$ cat src/rtl/vga_timing_pkg.sv
// Shared timing constants and types for the VGA receive path.
//
// Contents:
//   VGA_* constants  - 640x480 line/frame geometry in pixel clocks / lines
//   VGA_H_TOTAL      - derived line length (800 clocks)
//   VGA_V_TOTAL      - derived frame length (525 lines)
//   CNT_W / CNT_MAX  - width and saturation value of the h/v counters
//   lock_state_t     - lock FSM states
//   sat_inc()        - saturating increment used by both counters
package vga_timing_pkg;

    localparam int VGA_H_ACTIVE = 640;
    localparam int VGA_H_FRONT  = 16;
    localparam int VGA_H_SYNC   = 96;
    localparam int VGA_H_BACK   = 48;
    localparam int VGA_V_ACTIVE = 480;
    localparam int VGA_V_FRONT  = 10;
    localparam int VGA_V_SYNC   = 2;
    localparam int VGA_V_BACK   = 33;

    localparam int VGA_H_TOTAL = VGA_H_ACTIVE + VGA_H_FRONT + VGA_H_SYNC + VGA_H_BACK;
    localparam int VGA_V_TOTAL = VGA_V_ACTIVE + VGA_V_FRONT + VGA_V_SYNC + VGA_V_BACK;

    localparam int              CNT_W   = 11;
    localparam logic [CNT_W-1:0] CNT_MAX = '1;

    typedef enum logic [1:0] {
        SEARCH  = 2'd0,
        ACQUIRE = 2'd1,
        LOCKED  = 2'd2
    } lock_state_t;

    function automatic logic [CNT_W-1:0] sat_inc(input logic [CNT_W-1:0] v);
        return (v == CNT_MAX) ? v : v + 1'b1;
    endfunction

endpackage

$ cat src/rtl/sync_edge_detect.sv
// Registers one sync input, normalises it to active-high and flags the
// clock on which it first becomes asserted.
//
// Ports:
//   iCLK  - pixel clock
//   iRST  - synchronous active-high reset (internal sync reads deasserted)
//   iSync - raw sync pin, asserted level given by SYNC_POL
//   oEdge - one-cycle pulse on the first registered asserted clock
module sync_edge_detect #(
    parameter bit SYNC_POL = 1'b0
) (
    input  logic iCLK,
    input  logic iRST,
    input  logic iSync,
    output logic oEdge
);

    logic active_q;
    logic active_prev_q;

    always_ff @(posedge iCLK) begin
        if (iRST) begin
            active_q      <= 1'b0;
            active_prev_q <= 1'b0;
        end else begin
            // XOR with the inverse of the asserted level gives active-high.
            active_q      <= iSync ^ ~SYNC_POL;
            active_prev_q <= active_q;
        end
    end

    assign oEdge = active_q & ~active_prev_q;

endmodule

$ cat src/rtl/vga_sync_decoder.sv
// Receive-side VGA timing decoder. Recovers pixel coordinates from an
// HS/VS/RGB stream, measures line and frame lengths and declares lock once
// LOCK_FRAMES consecutive frames match the configured geometry.
//
// Ports:
//   iCLK, iRST              - pixel clock, synchronous active-high reset
//   iHS, iVS                - syncs, asserted level given by SYNC_POL
//   iRed/iGreen/iBlue       - pixel colour
//   oX, oY                  - recovered active column/row (held when !oValid)
//   oValid                  - active pixel while locked
//   oRed/oGreen/oBlue       - colour aligned to oX/oY, zero when !oValid
//   oFrameStart             - pulse with pixel (0,0)
//   oLocked                 - timing lock indicator
//   oH_TOTAL, oV_TOTAL      - last measured line (clocks) / frame (lines)
//   oLockState              - lock FSM state for observation
// All data outputs appear 2 clocks after the corresponding input pins.
module vga_sync_decoder
    import vga_timing_pkg::*;
#(
    parameter int H_ACTIVE    = VGA_H_ACTIVE,
    parameter int H_FRONT     = VGA_H_FRONT,
    parameter int H_SYNC      = VGA_H_SYNC,
    parameter int H_BACK      = VGA_H_BACK,
    parameter int V_ACTIVE    = VGA_V_ACTIVE,
    parameter int V_FRONT     = VGA_V_FRONT,
    parameter int V_SYNC      = VGA_V_SYNC,
    parameter int V_BACK      = VGA_V_BACK,
    parameter bit SYNC_POL    = 1'b0,
    parameter int LOCK_FRAMES = 2
) (
    input  logic        iCLK,
    input  logic        iRST,
    input  logic        iHS,
    input  logic        iVS,
    input  logic [9:0]  iRed,
    input  logic [9:0]  iGreen,
    input  logic [9:0]  iBlue,
    output logic [9:0]  oX,
    output logic [9:0]  oY,
    output logic        oValid,
    output logic [9:0]  oRed,
    output logic [9:0]  oGreen,
    output logic [9:0]  oBlue,
    output logic        oFrameStart,
    output logic        oLocked,
    output logic [10:0] oH_TOTAL,
    output logic [10:0] oV_TOTAL,
    output logic [1:0]  oLockState
);

    localparam logic [CNT_W-1:0] LINE_LEN  = CNT_W'(H_ACTIVE + H_FRONT + H_SYNC + H_BACK);
    localparam logic [CNT_W-1:0] FRAME_LEN = CNT_W'(V_ACTIVE + V_FRONT + V_SYNC + V_BACK);
    localparam logic [CNT_W-1:0] X_OFS     = CNT_W'(H_SYNC + H_BACK);
    localparam logic [CNT_W-1:0] Y_OFS     = CNT_W'(V_SYNC + V_BACK);
    localparam logic [CNT_W-1:0] X_LIM     = CNT_W'(H_ACTIVE);
    localparam logic [CNT_W-1:0] Y_LIM     = CNT_W'(V_ACTIVE);
    localparam logic [2:0]       GOOD_TGT  = 3'(LOCK_FRAMES);

    // Stage 1: registered syncs (inside the edge detectors) and colour.
    logic       hs_edge;
    logic       vs_edge;
    logic [9:0] red_q, green_q, blue_q;

    sync_edge_detect #(.SYNC_POL(SYNC_POL)) u_hs_edge (
        .iCLK  (iCLK),
        .iRST  (iRST),
        .iSync (iHS),
        .oEdge (hs_edge)
    );

    sync_edge_detect #(.SYNC_POL(SYNC_POL)) u_vs_edge (
        .iCLK  (iCLK),
        .iRST  (iRST),
        .iSync (iVS),
        .oEdge (vs_edge)
    );

    // Stage 2 state.
    logic [CNT_W-1:0] hcnt_q, vcnt_q;
    logic             h_seen_q;     // a previous HS edge exists to measure from
    logic             line_err_q;   // a mis-sized line occurred this frame
    logic [2:0]       good_cnt_q;
    lock_state_t      state_q;

    // Counter values belonging to the pixel currently in stage 1.
    logic [CNT_W-1:0] hcnt_n, vcnt_n;
    logic [CNT_W-1:0] h_meas, v_meas;
    logic [CNT_W-1:0] x_pos, y_pos;
    logic             sat_hit;
    logic             line_bad;
    logic             frame_good;
    logic             active;

    always_comb begin
        hcnt_n = hs_edge ? '0 : sat_inc(hcnt_q);

        // VS wins over a coincident HS edge.
        vcnt_n = vcnt_q;
        if (vs_edge) begin
            vcnt_n = '0;
        end else if (hs_edge) begin
            vcnt_n = sat_inc(vcnt_q);
        end

        sat_hit = (hcnt_n == CNT_MAX) || (vcnt_n == CNT_MAX);

        // Measured lengths clamp rather than wrap once a counter saturated.
        h_meas = (hcnt_q == CNT_MAX) ? CNT_MAX : hcnt_q + 1'b1;
        v_meas = (vcnt_q == CNT_MAX) ? CNT_MAX : vcnt_q + 1'b1;

        line_bad   = hs_edge && h_seen_q && (h_meas != LINE_LEN);
        // The line closed by a coincident HS edge still belongs to the
        // frame ending here, so its error is folded in directly.
        frame_good = !line_err_q && !line_bad && (v_meas == FRAME_LEN);

        x_pos  = hcnt_n - X_OFS;
        y_pos  = vcnt_n - Y_OFS;
        active = ($signed(x_pos) >= 0) && ($signed(x_pos) < $signed(X_LIM)) &&
                 ($signed(y_pos) >= 0) && ($signed(y_pos) < $signed(Y_LIM));
    end

    always_ff @(posedge iCLK) begin
        if (iRST) begin
            red_q       <= '0;
            green_q     <= '0;
            blue_q      <= '0;
            hcnt_q      <= '0;
            vcnt_q      <= '0;
            h_seen_q    <= 1'b0;
            line_err_q  <= 1'b0;
            good_cnt_q  <= '0;
            state_q     <= SEARCH;
            oLocked     <= 1'b0;
            oX          <= '0;
            oY          <= '0;
            oValid      <= 1'b0;
            oRed        <= '0;
            oGreen      <= '0;
            oBlue       <= '0;
            oFrameStart <= 1'b0;
            oH_TOTAL    <= '0;
            oV_TOTAL    <= '0;
        end else begin
            red_q   <= iRed;
            green_q <= iGreen;
            blue_q  <= iBlue;

            hcnt_q <= hcnt_n;
            vcnt_q <= vcnt_n;

            if (hs_edge) oH_TOTAL <= h_meas;
            if (vs_edge) oV_TOTAL <= v_meas;

            // After saturation the next HS edge has no valid reference.
            if (hcnt_n == CNT_MAX) begin
                h_seen_q <= 1'b0;
            end else if (hs_edge) begin
                h_seen_q <= 1'b1;
            end

            if (vs_edge) begin
                line_err_q <= 1'b0;
            end else if (line_bad) begin
                line_err_q <= 1'b1;
            end

            // Lock FSM; oLocked is updated together with every state change.
            if (sat_hit) begin
                state_q    <= SEARCH;
                good_cnt_q <= '0;
                oLocked    <= 1'b0;
            end else if (vs_edge) begin
                case (state_q)
                    SEARCH: begin
                        state_q    <= ACQUIRE;
                        good_cnt_q <= '0;
                        oLocked    <= 1'b0;
                    end
                    ACQUIRE: begin
                        if (frame_good) begin
                            good_cnt_q <= good_cnt_q + 3'd1;
                            if (good_cnt_q + 3'd1 == GOOD_TGT) begin
                                state_q <= LOCKED;
                                oLocked <= 1'b1;
                            end
                        end else begin
                            good_cnt_q <= '0;
                        end
                    end
                    LOCKED: begin
                        if (!frame_good) begin
                            state_q    <= ACQUIRE;
                            good_cnt_q <= '0;
                            oLocked    <= 1'b0;
                        end
                    end
                    default: begin
                        state_q    <= SEARCH;
                        good_cnt_q <= '0;
                        oLocked    <= 1'b0;
                    end
                endcase
            end

            if (active && (state_q == LOCKED)) begin
                oValid      <= 1'b1;
                oX          <= x_pos[9:0];
                oY          <= y_pos[9:0];
                oRed        <= red_q;
                oGreen      <= green_q;
                oBlue       <= blue_q;
                oFrameStart <= (x_pos == '0) && (y_pos == '0);
            end else begin
                oValid      <= 1'b0;
                oRed        <= '0;
                oGreen      <= '0;
                oBlue       <= '0;
                oFrameStart <= 1'b0;
            end
        end
    end

    assign oLockState = state_q;

endmodule
$ cat config.mk
export PLATFORM = sky130hd
export DESIGN_NAME = vga_sync_decoder
export DESIGN_NICKNAME = d
export VERILOG_FILES = /design/src/rtl/vga_timing_pkg.sv /design/src/rtl/sync_edge_detect.sv /design/src/rtl/vga_sync_decoder.sv
export SDC_FILE = /design/constraint.sdc
export NUM_CORES = 1
export LEC_CHECK = 0
export ABC_AREA = 1
export BUFFER_PORTS_ARGS = -buffer_cell sky130_fd_sc_hd__buf_2
export CORE_MARGIN = 2
export CORE_UTILIZATION = 47
export DETAILED_ROUTE_END_ITERATION = 7
export PLACE_DENSITY = 0.72
export SLEW_MARGIN = 20
export SYNTH_ARGS = -nofsm -noshare
export SYNTH_HDL_FRONTEND = slang
export SYNTH_SLANG_ARGS = --single-unit
$ cat constraint.sdc
create_clock -name iCLK -period 2.75 [get_ports iCLK]
set_input_delay 0.275 -clock iCLK [delete_from_list [all_inputs] [get_ports iCLK]]
set_output_delay 0.275 -clock iCLK [all_outputs]
set_load 0.1 [all_outputs]
==> summary.md, run 1 <==
| Metric | Value |
|---|---|
| Status | finished clean |
| DRC viols | 0 |
| Initial Util | 48.1% |
| Reg2Reg Setup Slack | 30 ps |
| Endpoints failing setup | 0 |
| Via count of the first global-routing pass | 4739 |
| Post-Place Worst Slack | 15.4 ps |
| PortBufs | 110 |
| Fin util | 61.0% |
| Overflow after GRT | 0 |
| Final hold viol count | 0 |
| Clock Path Buffers | 2 |
| Internal power | 3540 µW |
| Clock-pin slew on the worst setup and hold paths | 60 ps |
| CP Launch Type | flip-flop |
| Yosys warns | 0 |
| Die Area | 0.0138 mm² |
| Switching Fraction | 26.7% |
| Synth Flop Type | dfxtp_1 |
| Syn_nets | 866 |
| Mapped Cells | 823 |
| CP Max Fanout | 8 |
| Async SR Flop Fraction | 0% |
| Chip width | 118 µm |
| TNS Setup | 0 ps |
| Layout overhead on the synthesized area | 26.8% |
| RSZ-0062 raised after global routing | true |
| Hold slack | 55.9 ps |
| Clock skew | 7.23 ps |
| N_diodes | 0 |
| Yosys reg bits | 137 |
| Row Count | 41 |
| Routed via count | 5249 |
| Global-route usage over all layers | 20.1% |
| Core Area | 0.0126 mm² |
| Vias per inst | 4.59 |
| Post-DP HPWL | 9.46 mm |
| Comb power frac | 11.2% |
| Mapped Area | 0.00607 mm² |
| WHS Endpoint | red_q[5] |
| Max_cap viols | 0 |
| Final #Nets | 1001 |
| Detail Route Antenna Nets | 0 |
| Final Wtd Congestion | 0.887 |
| CTS Root Cell | clkbuf_16 |
| Relative slew slack | 53.5% |
| Power share of the clock group | 45.8% |
| Worst-Margin Slew | 697 ps |
| Final worst slack | 28.1 ps |
| Filler instances | 1172 |
| Routed WL per cell | 11.9 µm |
| Final wirelength | 13.7 mm |
| Clock buffers created by TritonCTS | 17 |
| Hold WC Path Type | input pin to flip-flop |
| Post-synth EDFFs | 0 |
| Worst-Skew Late Latency | 420 ps |
| Reg2reg start | vcnt_q[0] |
| Ratio of cells with drive above 1 in the final layout | 26.8% |
| Initial DRC count | 448 |
| Max-slew violation count | 0 |
| Max Clk Rate | 367 MHz |
| PwrDens | 628 mW/mm² |
| Clock sink count | 137 |
| Hold Path Origin | iRed[5] |
| CTS tree | yes |
| H-tree levels | 4 |
| Critical Path AT | 3080 ps |
| Die Height | 118 µm |
| Tmin final | 2720 ps |
| Largest net degree at the start of global routing | 68 |
| Crit Reg-Reg Endpoint | oRed[1] |
| Initial antenna violation count | 0 |
| Crit Path Category | flip-flop to flip-flop |
| Yosys cell types | 35 |
| Worst VDD drop | 0.000529 V |
| Worst Setup End Kind | flip-flop |
| Net Sw Power | 1290 µW |
| Global-route wire length before repair | 22.6 mm |
| Register area share after synthesis | 45.2% |
| Final critical-path share of the clock period | 99.0% |
| WHS Path Cells | 3 |
| Reg power frac | 43.0% |
| Num ports | 111 |
| Average size of a mapped cell | 7.37 µm² |
| Leakage Power | 0.00391 µW |
| DR pass1 iterations | 7 |
| Worst r2r path cells | 16 |
| Crit path required time | 3110 ps |
## layout by cell type (no fill, tap or decap), types with 5 or more instances in the layout
| cell type | netlist | final |
|---|---|---|
| xnor2_1 | 6 | 6 |
| inv_1 | 135 | 135 |
| a21oi_1 | 14 | 14 |
| ha_1 | 9 | 5 |
| buf_2 | 3 | 110 |
| xor2_1 | 5 | 5 |
| nor3_1 | 12 | 12 |
| nand2_1 | 139 | 135 |
| inv_2 | 11 | 11 |
| o21ai_0 | 23 | 23 |
| nand3_1 | 58 | 56 |
| clkbuf_16 | 0 | 19 |
| nand4_1 | 13 | 13 |
| nor2_2 | 10 | 11 |
| nor2_1 | 159 | 156 |
| nand2_2 | 13 | 16 |
| dfxtp_1 | 137 | 132 |
| buf_4 | 4 | 23 |
| nor2_4 | 29 | 31 |
## critical path, cell delays in order, from the launching register on
cell	delay, ps
dfxtp_4	390
ha_4	160
nand2_2	70
nor2_4	120
nand3_4	100
ha_4	290
nor2_4	40
nor3_4	240
nand4_4	150
nand2_4	100
nand2_4	80
nand2_2	80
nand2_2	100
nor3_4	270
nand2_4	160
clkbuf_16	240
nor2_4	70
## worst max path at each step
stage	endpoint	slack (ps)	depth (start not counted)	from
floorplan	oBlue[1]	-80	17	vcnt_q[0]
global placement	oBlue[1]	80	17	hcnt_q[1]
detailed placement	oY[5]	20	17	hcnt_q[1]
CTS	oY[5]	-8	17	hcnt_q[1]
global route	oGreen[7]	-120	16	vcnt_q[0]
finish	oRed[1]	30	16	vcnt_q[0]
## what timing repair did
| action | 4_1_cts | 5_1_grt |
|---|---|---|
| cloned | 0 | 2 |
| endpoints found under the hold margin | 2 | 0 |
| resized for setup | 0 | 19 |
| pin swaps | 0 | 11 |
| setup buffers | 0 | 4 |
| endpoints found under the setup margin | 2 | 57 |
| hold buffers | 2 | 0 |
## metal layers
layer / GRT usage, % / part of all wire [%] / vias up
met2: 31.0 / 45 / 158
met4: 7.61 / 1.8 / 0
met3: 5.72 / 5.2 / 22
met1: 26.8 / 48 / 2295
met5: 0 / 0 / -
li1: - / - / 2774
## cell usage after synthesis, types with 4 or more instances
cell / count / area share [%]
a21oi_1: 14 / 1.2
buf_1: 6 / 0.37
buf_4: 4 / 0.49
clkbuf_1: 10 / 0.62
dfxtp_1: 137 / 45
ha_1: 9 / 1.9
inv_1: 135 / 8.3
inv_2: 11 / 0.68
nand2_1: 139 / 8.6
nand2_2: 13 / 1.3
nand3_1: 58 / 4.8
nand4_1: 13 / 1.3
nor2_1: 159 / 9.8
nor2_2: 10 / 1.0
nor2_4: 29 / 5.4
nor3_1: 12 / 0.99
o21ai_0: 23 / 1.9
o21bai_1: 4 / 0.49
xnor2_1: 6 / 0.87
xor2_1: 5 / 0.72
## through the flow
stage	std cells	cell area (µm²)	total power (µW)
after floorplan	823	6160	2530
after global placement	1103	6960	2640
after detailed placement	1103	6960	2650
after CTS	1137	7550	4870
after global routing	1143	7690	5030
final	1143	7690	4830
## cell families (layout without fill, tap and decap cells)
logic type | after synthesis | count (layout) | share of synthesized area, %
buf+inv | 174 | 322 | 11.4
fa+ha+maj | 9 | 9 | 1.86
flops | 137 | 137 | 45.2
compound gates | 49 | 49 | 4.64
xor+xnor | 11 | 11 | 1.59
simple gates | 443 | 443 | 35.3
## layout make-up
cell class / count / area [µm²] / area share (%)
inverters: 148 / 556 / 7.22
well taps: 172 / 215 / 2.80
clock buffers: 20 / 437 / 5.67
repair buffers: 142 / 867 / 11.3
flip-flops and latches: 137 / 2760 / 35.8
multi-input cells: 512 / 2720 / 35.4
clock inverters: 12 / 143 / 1.85
## flip-flops by register name, indices dropped and copies added, names as in the netlist
register / flops
blue_q: 10
good_cnt_q: 3
green_q: 10
h_seen_q: 1
hcnt_q: 11
line_err_q: 1
oBlue: 10
oFrameStart: 1
oGreen: 10
oH_TOTAL: 11
oLockState: 1
oLocked: 1
oRed: 10
oV_TOTAL: 11
oValid: 1
oX: 10
oY: 10
red_q: 10
u_hs_edge.active_prev_q: 1
u_hs_edge.active_q: 1
u_vs_edge.active_prev_q: 1
u_vs_edge.active_q: 1
vcnt_q: 11
## power groups by stage
stage	Clock [µW]	Sequential, µW	Combinational (µW)
2_1_floorplan	0	2250	274
3_3_place_gp	0	2120	526
3_5_place_dp	0	2120	527
4_1_cts	2260	2080	533
5_1_grt	2350	2080	594
6_report	2210	2080	539
(Power assumes the default switching activity.)
==> run 2, diff against run 1 <==
--- a/config.mk
+++ b/config.mk
@@ -11,6 +11,8 @@
 export CORE_UTILIZATION = 47
 export DETAILED_ROUTE_END_ITERATION = 7
 export PLACE_DENSITY = 0.72
+export RECOVER_POWER = 100
+export SKIP_CTS_REPAIR_TIMING = 1
 export SLEW_MARGIN = 20
 export SYNTH_ARGS = -nofsm -noshare
 export SYNTH_HDL_FRONTEND = slang
==> run 2 against run 1 <==
  * Worst setup slack got worse by 2.9 ps
  * Largest cell class unchanged
  * Maximum frequency decreased by 0.11%
  * Clock skew decreased by 1.1 ps
  * Sequential share of layout area increased by 0.52 points
  * Die area unchanged
  * Utilization decreased by 0.87 points
==> summary.md, run 2 (same netlist as run 1, synthesis figures left out) <==
| Metric | Value |
|---|---|
| N_diodes | 0 (unchanged) |
| Endpoints failing setup | 0 (unchanged) |
| Via count of the first global-routing pass | 4730 (-0.19%) |
| Most frequent cells in the layout | 156 x nor2_1, 136 x nand2_1, 135 x inv_1, 132 x dfxtp_1, 83 x clkbuf_1 |
| Worst path max stage delay | 390 ps (about the same) |
| Leading cell type in the layout, fill and taps excluded | nor2_1 |
| TNS Setup | 0 ps (unchanged) |
| Final Wtd Congestion | 0.887 (unchanged) |
| Worst Setup End Kind | flip-flop |
| Status | finished clean |
| Reg2Reg Setup Slack | 30 ps (about the same) |
| Worst VDD drop | 0.000539 V (+1.8%) |
| Tmin final | 2720 ps (+2.92 ps) |
| Clock-pin slew on the worst setup and hold paths | 60 ps (about the same) |
| H-tree levels | 4 (unchanged) |
| Routed via count | 5234 (-0.29%) |
| Leakage Power | 0.00356 µW (-8.8%) |
| Worst r2r path cells | 16 (unchanged) |
| Layout overhead on the synthesized area | 25.0% |
| Clock sink count | 137 (unchanged) |
| Routed WL per cell | 12.0 µm (+0.37%) |
| Crit path required time | 3110 ps (about the same) |
| Critical Path AT | 3090 ps (about the same) |
| Initial DRC count | 438 (-2.2%) |
| Ratio of cells with drive above 1 in the final layout | 18.4% (-8.3 points) |
| DR pass1 iterations | 5 (-2) |
| Crit Reg-Reg Endpoint | oRed[1] |
| CP Max Fanout | 8 (unchanged) |
| Max Clk Rate | 367 MHz (-0.11%) |
| CTS Root Cell | clkbuf_16 |
| Max_cap viols | 0 (unchanged) |
| Global-route usage over all layers | 20.1% (-0.041 points) |
| Placed instance area | 0.00696 mm² (unchanged) |
| Detail Route Antenna Nets | 0 (unchanged) |
| CP Launch Type | flip-flop |
| Relative slew slack | 10.6% (-43 points) |
| Global-route wire length before repair | 22.5 mm (-0.27%) |
| Design Area, Final | 0.00758 mm² (-1.4%) |
| Final hold viol count | 0 (unchanged) |
| Overflow after GRT | 0 (unchanged) |
| PortBufs | 110 (unchanged) |
| WHS Endpoint | red_q[5] |
| Die Area | 0.0138 mm² (unchanged) |
| Worst-Skew Late Latency | 420 ps (about the same) |
| Crit Path Category | flip-flop to flip-flop |
| Final #Nets | 1001 (unchanged) |
| Initial antenna violation count | 0 (unchanged) |
| Filler instances | 1201 (+2.5%) |
| Vias per inst | 4.58 (-0.29%) |
| Core Area | 0.0126 mm² (unchanged) |
| Clock buffers created by TritonCTS | 17 (unchanged) |
| Hold WC Path Type | input pin to flip-flop |
| Num ports | 111 (unchanged) |
| Max-slew violation count | 0 (unchanged) |
| DRC viols | 0 (unchanged) |
| Initial Util | 48.1% (unchanged) |
| Reg area | 0.00276 mm² (unchanged) |
| Worst-Margin Slew | 1340 ps (+644 ps) |
| WHS Path Cells | 3 (unchanged) |
| PwrDens | 636 mW/mm² (+1.4%) |
| Row Count | 41 (unchanged) |
| Final wirelength | 13.7 mm (+0.37%) |
| CTS tree | yes |
| Die Height | 118 µm (unchanged) |
| Slowest cell on the critical path | dfxtp_4 |
| Clock skew | 6.18 ps (-1.06 ps) |
| Post-DP HPWL | 9.46 mm (unchanged) |
| Largest net degree at the start of global routing | 68 (unchanged) |
| RSZ-0062 raised after global routing | true |
| Chip width | 118 µm (unchanged) |
| Reg2reg start | vcnt_q[0] |
| Area of the multi-input gates | 0.00272 mm² (about the same) |
| Hold Path Origin | iRed[5] |
| Final critical-path share of the clock period | 99.1% (+0.11 points) |
| Clock Path Buffers | 2 (unchanged) |
| CP cell instances | ha_4, nand2_2, nor2_4, nand3_4, ha_4, nor2_4, nor3_4, nand4_4, nand2_4, nand2_4, nand2_2, nand2_2, nor3_4, nand2_4, clkbuf_16, nor2_4 |
run 2: cell count changes in the layout (fill, tap and decap cells not counted):
cell,change
clkbuf_1,+80
buf_2,-78
buf_4,-4
clkbuf_2,+1
clkbuf_4,+1
nand2_1,+1
nand2_2,-1
run 2: final cells by class:
cell class / instances / share of cell area (%)
tap: 172 / 2.84
inverter: 148 / 7.32
clock inverter: 12 / 1.88
timing repair buffer: 142 / 10.0
sequential: 137 / 36.3
clock buffer: 20 / 5.76
multi-input combinational: 512 / 35.8
run 2: how the worst max path moves through the flow:
stage                    from        end  slack, ps  cells past startpoint
floorplan           vcnt_q[0]   oBlue[1]        -80                     17
global placement    hcnt_q[1]   oBlue[1]         80                     17
detailed placement  hcnt_q[1]      oY[5]         20                     17
CTS                 hcnt_q[1]      oY[5]         -8                     17
global route        vcnt_q[0]  oGreen[7]       -120                     16
finish              vcnt_q[0]    oRed[1]         30                     16
run 2: report_power, final:
group          switching, µW  total [µW]  internal, µW
clock                    866        2210          1350
combinational            393         533           140
sequential              33.5        2080          2050
run 2: critical path: cells and delay by family, from the launching register on:
kind                       cells  cell delay (ps)
adders and majority gates      2              460
DFF                            1              390
buffers and inverters          1              240
and+or+nand+nor               13             1580
run 2: stage by stage:
step / power, µW / setup WS, ps / utilization [%] / hold slack [ps] / std cells
after floorplan: 2530 / -84.3 / - / 342 / 823
after global placement: 2640 / 79.1 / 55.1 / 396 / 1103
after detailed placement: 2650 / 15.4 / 55.1 / 408 / 1103
after CTS: 4870 / -7.73 / 59.7 / -8.18 / 1135
after global routing: 5030 / -118 / 60.1 / 50.2 / 1143
final: 4830 / 25.2 / 60.1 / 54.3 / 1143
run 2: metal layers:
layer | track usage, % | share of wire, %
met5 | 0 | 0
met4 | 7.61 | 1.5
met3 | 5.67 | 5.5
met2 | 30.9 | 45
met1 | 26.8 | 48
